==> src/rtl/ireg_mp.sv <==
// ---------------------------------------------------------------------------------------------
// ireg_mp -- multi-ported integer register file for the RISC-V core.
//
// Provides NREAD synchronous read ports and NWRITE write ports. Reads use write-first
// bypassing, x0 is hardwired to zero, and an optional per-register busy scoreboard tracks
// pending writebacks. The block sits between decode (reads, reservations) and writeback
// (writes).
//
// Build option:
//   IREG_SCOREBOARD_EN  When defined, busy bits are stored, rsv_v/rsv_addr set them and
//                       rs_busy reports them. When undefined, there is no busy storage,
//                       rsv_v/rsv_addr are ignored and rs_busy is tied to 0.
//
// Ports:
//   clk       in   clock; all state updates on the rising edge
//   rst_n     in   asynchronous active-low reset
//   rs_addr   in   NREAD*AW     read address per port, sampled every cycle
//   rs_data   out  NREAD*XLEN   read data, 1-cycle latency
//   rs_busy   out  NREAD        addressed register has a pending write (combinational)
//   wr_v      in   NWRITE       write valid per port
//   wr_addr   in   NWRITE*AW    write address per port
//   wr_data   in   NWRITE*XLEN  write data per port
//   rsv_v     in   reserve rsv_addr (set busy) at the end of the cycle
//   rsv_addr  in   AW           register to reserve
// ---------------------------------------------------------------------------------------------
module ireg_mp #(
   parameter int unsigned XLEN   = 32,
   parameter int unsigned NREG   = 32,
   parameter int unsigned NREAD  = 2,
   parameter int unsigned NWRITE = 1,
   localparam int unsigned AW    = $clog2(NREG)
) (
   input  logic                          clk,
   input  logic                          rst_n,
   input  logic [NREAD*AW-1:0]           rs_addr,
   output logic signed [NREAD*XLEN-1:0]  rs_data,
   output logic [NREAD-1:0]              rs_busy,
   input  logic [NWRITE-1:0]             wr_v,
   input  logic [NWRITE*AW-1:0]          wr_addr,
   input  logic [NWRITE*XLEN-1:0]        wr_data,
   input  logic                          rsv_v,
   input  logic [AW-1:0]                 rsv_addr
);

   logic [XLEN-1:0] regs_q [NREG];

   logic [AW-1:0]   ra [NREAD];
   logic [AW-1:0]   wa [NWRITE];
   logic [XLEN-1:0] wd [NWRITE];

   always_comb begin
      for (int i = 0; i < NREAD; i++) ra[i] = rs_addr[i*AW +: AW];
      for (int k = 0; k < NWRITE; k++) begin
         wa[k] = wr_addr[k*AW +: AW];
         wd[k] = wr_data[k*XLEN +: XLEN];
      end
   end

   // Array write. Ascending port order means the highest-indexed port wins on a collision.
   // Entry 0 is never written, so it holds zero forever.
   always_ff @(posedge clk or negedge rst_n) begin
      if (!rst_n) begin
         for (int r = 0; r < NREG; r++) regs_q[r] <= '0;
      end else begin
         for (int k = 0; k < NWRITE; k++) begin
            if (wr_v[k] && (wa[k] != '0)) regs_q[wa[k]] <= wd[k];
         end
      end
   end

   // Read path: the array is read with the pre-write contents, and a same-cycle write to the
   // sampled address is captured separately so the output mux never re-reads the array.
   logic [XLEN-1:0]  rd_arr_d  [NREAD];
   logic [XLEN-1:0]  rd_arr_q  [NREAD];
   logic [XLEN-1:0]  byp_data_d[NREAD];
   logic [XLEN-1:0]  byp_data_q[NREAD];
   logic [NREAD-1:0] byp_hit_d;
   logic [NREAD-1:0] byp_hit_q;

   always_comb begin
      byp_hit_d = '0;
      for (int i = 0; i < NREAD; i++) begin
         rd_arr_d[i]   = regs_q[ra[i]];
         byp_data_d[i] = '0;
         for (int k = 0; k < NWRITE; k++) begin
            if (wr_v[k] && (wa[k] == ra[i]) && (ra[i] != '0)) begin
               byp_hit_d[i]  = 1'b1;
               byp_data_d[i] = wd[k];
            end
         end
      end
   end

   always_ff @(posedge clk or negedge rst_n) begin
      if (!rst_n) begin
         byp_hit_q <= '0;
         for (int i = 0; i < NREAD; i++) begin
            rd_arr_q[i]   <= '0;
            byp_data_q[i] <= '0;
         end
      end else begin
         byp_hit_q <= byp_hit_d;
         for (int i = 0; i < NREAD; i++) begin
            rd_arr_q[i]   <= rd_arr_d[i];
            byp_data_q[i] <= byp_data_d[i];
         end
      end
   end

   always_comb begin
      rs_data = '0;
      for (int i = 0; i < NREAD; i++) begin
         rs_data[i*XLEN +: XLEN] = byp_hit_q[i] ? byp_data_q[i] : rd_arr_q[i];
      end
   end

`ifdef IREG_SCOREBOARD_EN
   logic [NREG-1:0] busy_q;

   // Writes clear first; the reservation is applied last so a same-cycle reserve wins.
   always_ff @(posedge clk or negedge rst_n) begin
      if (!rst_n) begin
         busy_q <= '0;
      end else begin
         for (int k = 0; k < NWRITE; k++) begin
            if (wr_v[k]) busy_q[wa[k]] <= 1'b0;
         end
         if (rsv_v && (rsv_addr != '0)) busy_q[rsv_addr] <= 1'b1;
      end
   end

   // A write landing this cycle bypasses next cycle, so it already counts as ready.
   always_comb begin
      rs_busy = '0;
      for (int i = 0; i < NREAD; i++) begin
         logic wr_hit;
         wr_hit = 1'b0;
         for (int k = 0; k < NWRITE; k++) begin
            if (wr_v[k] && (wa[k] == ra[i])) wr_hit = 1'b1;
         end
         rs_busy[i] = busy_q[ra[i]] & ~wr_hit;
      end
   end
`else
   logic unused_rsv;
   assign unused_rsv = ^{rsv_v, rsv_addr};
   assign rs_busy    = '0;
`endif

endmodule
==> config.mk <==
export PLATFORM = sky130hd
export DESIGN_NAME = ireg_mp
export DESIGN_NICKNAME = d
export VERILOG_FILES = /design/src/rtl/ireg_mp.sv
export SDC_FILE = /design/constraint.sdc
export NUM_CORES = 2
export LEC_CHECK = 0
export CAP_MARGIN = 20
export CORE_MARGIN = 2
export CORE_UTILIZATION = 50
export DETAILED_ROUTE_END_ITERATION = 12
export PLACE_DENSITY = 0.65
export SETUP_SLACK_MARGIN = 0.02
export SYNTH_ARGS = -nofsm -noshare
export SYNTH_HDL_FRONTEND = slang
export SYNTH_SLANG_ARGS = --single-unit
==> constraint.sdc <==
create_clock -name clk -period 1.9 [get_ports clk]
set_input_delay 0.475 -clock clk [delete_from_list [all_inputs] [get_ports clk]]
set_output_delay 0.475 -clock clk [all_outputs]
set_load 0.02 [all_outputs]
# == Word-level counts from Yosys, hierarchy flattened ==
# Index checks and enable logic that the tools add are counted.
# word_totals
register_bits,1154
# classes
order_cmp,4
n_eq_ne,2
mux,15
bitwise,3
n_reduce_logical,9
# ops
cell,count
$bwmux 1024,1
$bmux 32 s5,2
$mux 32,9
$demux 32 s5,1
$ge 6x6->1 const B,3
$not 5->6,3
$reduce_bool 5->1,3
$eq 5x5->1,2
$logic_and 1x1->1,6
$lt 6x1->1 const B,1
$mux 1,2

# == Longest topological paths before layout ==
# depth
ltp_word,6
mapped_depth,9
ltp_nobuf,4

# == Least setup slack after synthesis ==
# Ideal clock, no wire load.
# synth_timing
path_type,input-to-reg
start,input port rs_addr[0]
end,register rd_arr_q[32] in the netlist's numbering
setup_time_ns,0.127
arrival_ns,1.815
required_time_ns,1.773
path_slack_ns,-0.043
path_stages,6
n_path_buf,3
path_cell_list,buf_6 > buf_6 > buf_2 > mux4_2 > a211oi_1 > a21oi_1
# synth_lines
element,line_no,text
"start, declared",35,"input logic [NREAD*AW-1:0] rs_addr,"
"end signal, assigned by index",104,rd_arr_q[i] <= rd_arr_d[i];
"end, declared",74,logic [XLEN-1:0] rd_arr_q [NREAD];

# == Worst setup path after layout ==
# layout_timing
start,register byp_hit_q[1]
end,output port rs_data[55]
# layout_between
elab_chain_len,1
# layout_lines
element,line_no,text
"start, declared",78,logic [NREAD-1:0] byp_hit_q;
"start signal, assigned",102,byp_hit_q <= byp_hit_d;
$mux 32,113,rs_data[i*XLEN +: XLEN] = byp_hit_q[i] ? byp_data_q[i] : rd_arr_q[i];
"end, declared",36,"output logic signed [NREAD*XLEN-1:0] rs_data,"
# No other way between the ends.

==> results.toml <==
[sta]
finClkSkew_ns = 0.0292
finalMaxSlewViolations = 0
slew_headroom_pct = 59.4
finalCritPeriodShare_pct = 133
hold-worst-slack_ns = 0.367
fin_crit_ns = 2.52
worstMarginPinSlew_ns = 0.609
final_critical_path_setup_slack_ns = -0.621
max_freq_mhz = 397
rsz0062_at_grt = "true"
setup_violations = 64
finalHoldViolations = 0

[final_layout]
fillers = 8448
final_util_pct = 61.4
stdcell_area_sq_um = 70300
seq_area_sq_um = 28900
drive_gt1_share_pct = 56.1
multiInputGateArea_sq_um = 27400
nets = 4112
area_delta_synth_final_pct = 21.5

[clocking]
numClockSinks = 1154
tritoncts = "built"
cts_buffer_depth = 3
insertion_delay_ns = 0.75
numCtsBuffers = 132
path_clk_slew_ns = 0.06
htreeDepth = 4
cts-root-buf = "clkbuf_16"

[power_and_ir_drop]
peakVddDrop_mv = 0.834
power.internal_mw = 53.5
combPwrFrac_pct = 19.3
clockPowerShare_pct = 36.2
pwr-share-seq_pct = 44.5
p_leak_nw = 31.0
swShare_pct = 26.5
powerDensity_nw_per_um2 = 1030
p_switching_mw = 19.3

[drt]
drt_iter0_markers = 4129
num_vias = 37800
drt_pass1_iterations = 5
ant_nets = 0
drcViolationCount = 0
wl_per_cell_microns = 32.7
vias_per_cell = 6.67
wl_mm = 186

[logic_synthesis]
ys_seq_area_share_pct = 49.9
synthCells = 3756
synth_edf_count = 0
async_reset_ff_share_pct = 100
ys_ff_latch = 1154
synth.avg_cell_area_sq_um = 15.4
yosysWarnings = 0
synth_area_sq_um = 57900
ys.flop_type = "dfrtp_1"
yosys.cell_types.count = 40

[floorplanning]
die_h_microns = 344
die_w_microns = 344
fp-row-count = 124
start_util_pct = 50.5
pin_count = 122
core_area_sq_um = 115000
die-area_sq_um = 118000

[worst_setup_path]
reg2reg_slack_ns = 0.11
critPathCaptureType = "primary output"
critPathKind = "flip-flop to primary output"
path_max_fanout = 7
cp.arrival_ns = 2.05
cp_data_required_time_ns = 1.42
startpoint_type = "flip-flop"

[global_route]
grt-ovfl-total = 0
grt_pass1_vias = 38600
antenna_found_initial = 4
grt_max_degree = 100
grt_first_pass_wirelength_mm = 270
track_usage_pct = 31.5

[place]
dpl_cell_area_sq_um = 65100
gp_congestion = 0.855
dp_hpwl_mm = 121
portBuffers = 113

[run_status]
status = "complete, but fails checks"
violations = "negative setup slack"

[job]
cap_violations = 0

[hold_path]
min_path_type = "primary input to asynchronous set/reset pin"
per-layer routing:
layer	vias up	routed length, microns	track usage [%]
met2	1866	84000	47.2
met5	-	0	0
met1	20400	77400	45.0
met3	391	17200	7.98
li1	15200	-	-
met4	0	7100	11.3
power groups by stage:
stage                     registers, mW  logic [mW]  clock network (mW)
after floorplan                    31.3        9.79                   0
after global placement             32.4        13.4                   0
after detailed placement           32.6        13.8                   0
after CTS                          32.2        13.9                26.7
after global routing               32.8        14.9                27.7
final                              32.4        14.0                26.4
cells in the mapped netlist (9+ instances only):
library cell | instances | area [sq um]
a211oi_1 | 33 | 248
a21oi_1 | 60 | 300
a22o_1 | 32 | 280
a22oi_1 | 30 | 225
and2_1 | 66 | 413
buf_1 | 10 | 37.5
buf_2 | 133 | 666
buf_4 | 57 | 428
buf_6 | 21 | 236
clkbuf_1 | 209 | 785
dfrtp_1 | 1154 | 28900
mux2_2 | 1056 | 11900
mux2i_1 | 128 | 1280
mux4_2 | 448 | 10100
nand2_1 | 22 | 82.6
nand3b_1 | 11 | 82.6
nor2_1 | 21 | 78.8
nor4_1 | 34 | 213
o221ai_1 | 62 | 543
o22ai_1 | 128 | 801
xnor2_1 | 9 | 78.8
what timing repair did:
action / 4_1_cts / 5_1_grt
endpoints found under the setup margin: 65 / 321
pin swaps: 0 / 5
hold buffers: 1 / 0
buffers inserted: 4 / 5
endpoints found under the hold margin: 319 / 0
gates resized for setup: 397 / 73
cloned: 3 / 4
layout by cell type, fill, tap and decap left out, types with 32 or more instances in the layout:
master,count
a21oi_1,56
o221ai_1,61
a22o_1,32
clkdlybuf4s50_1,38
mux2i_1,128
mux2_2,1002
buf_12,215
clkbuf_16,140
buf_4,257
mux2_4,54
mux4_2,448
dfrtp_1,1152
and2_1,65
o22ai_1,125
buf_6,60
path summary, 6_finish.rpt:
kind                         startpoint            to  depth (start not counted)
setup / recovery           byp_hit_q[1]   rs_data[55]                          4
hold / removal                    rst_n   regs_q[706]                          3
setup reg to reg            regs_q[390]  rd_arr_q[38]                          5
hold reg to reg            regs_q[1005]  regs_q[1005]                          0
max in group asynchronous         rst_n   regs_q[559]                          4
min in group clk           regs_q[1005]  regs_q[1005]                          0
sequential cells by signal, indices dropped and copies added, names as in the netlist:
name and flops:
byp_data_q 64, rd_arr_q 64, regs_q 1024, byp_hit_q 2
worst max-delay path: stages (launching register included):
cell and delay (ns):
dfrtp_2 0.37, buf_12 0.17, buf_12 0.19, mux2_2 0.38
buf_2 0.17
stage by stage:
stage	cells	TNS, ns	setup slack, ns	power (mW)
after global routing	5669	-36.69	-0.647	75.4
after global placement	5418	-677.12	-0.776	45.8
after CTS	5661	-38.00	-0.654	72.8
after detailed placement	5418	-682.58	-0.820	46.3
after floorplan	3757	-3.00	-0.0122	41.0
final	5671	-35.04	-0.621	72.8
final cells by class:
type / count / share of cell area, %
Tap cell: 1512 / 2.69
Clock buffer: 183 / 5.43
Timing Repair Buffer: 597 / 10.9
Clock inverter: 52 / 0.961
Inverter: 1 / 0.00534
Sequential cell: 1154 / 41.1
Antenna cell: 2 / 0.00712
Multi-Input combinational cell: 2170 / 38.9
cells by family (layout without fill, tap and decap cells):
group / after synthesis / count (layout) / synth area share (%)
and+or+nand+nor: 178 / 178 / 1.77
xor gates and xnor gates: 9 / 9 / 0.136
muxes: 1632 / 1632 / 40.2
AOI/OAI and AO/OA: 349 / 349 / 4.21
other: 1 / 4 / 0.00648
buffers and inverters: 433 / 833 / 3.79
DFF: 1154 / 1154 / 49.9
Power figures use the tool's default switching activity.
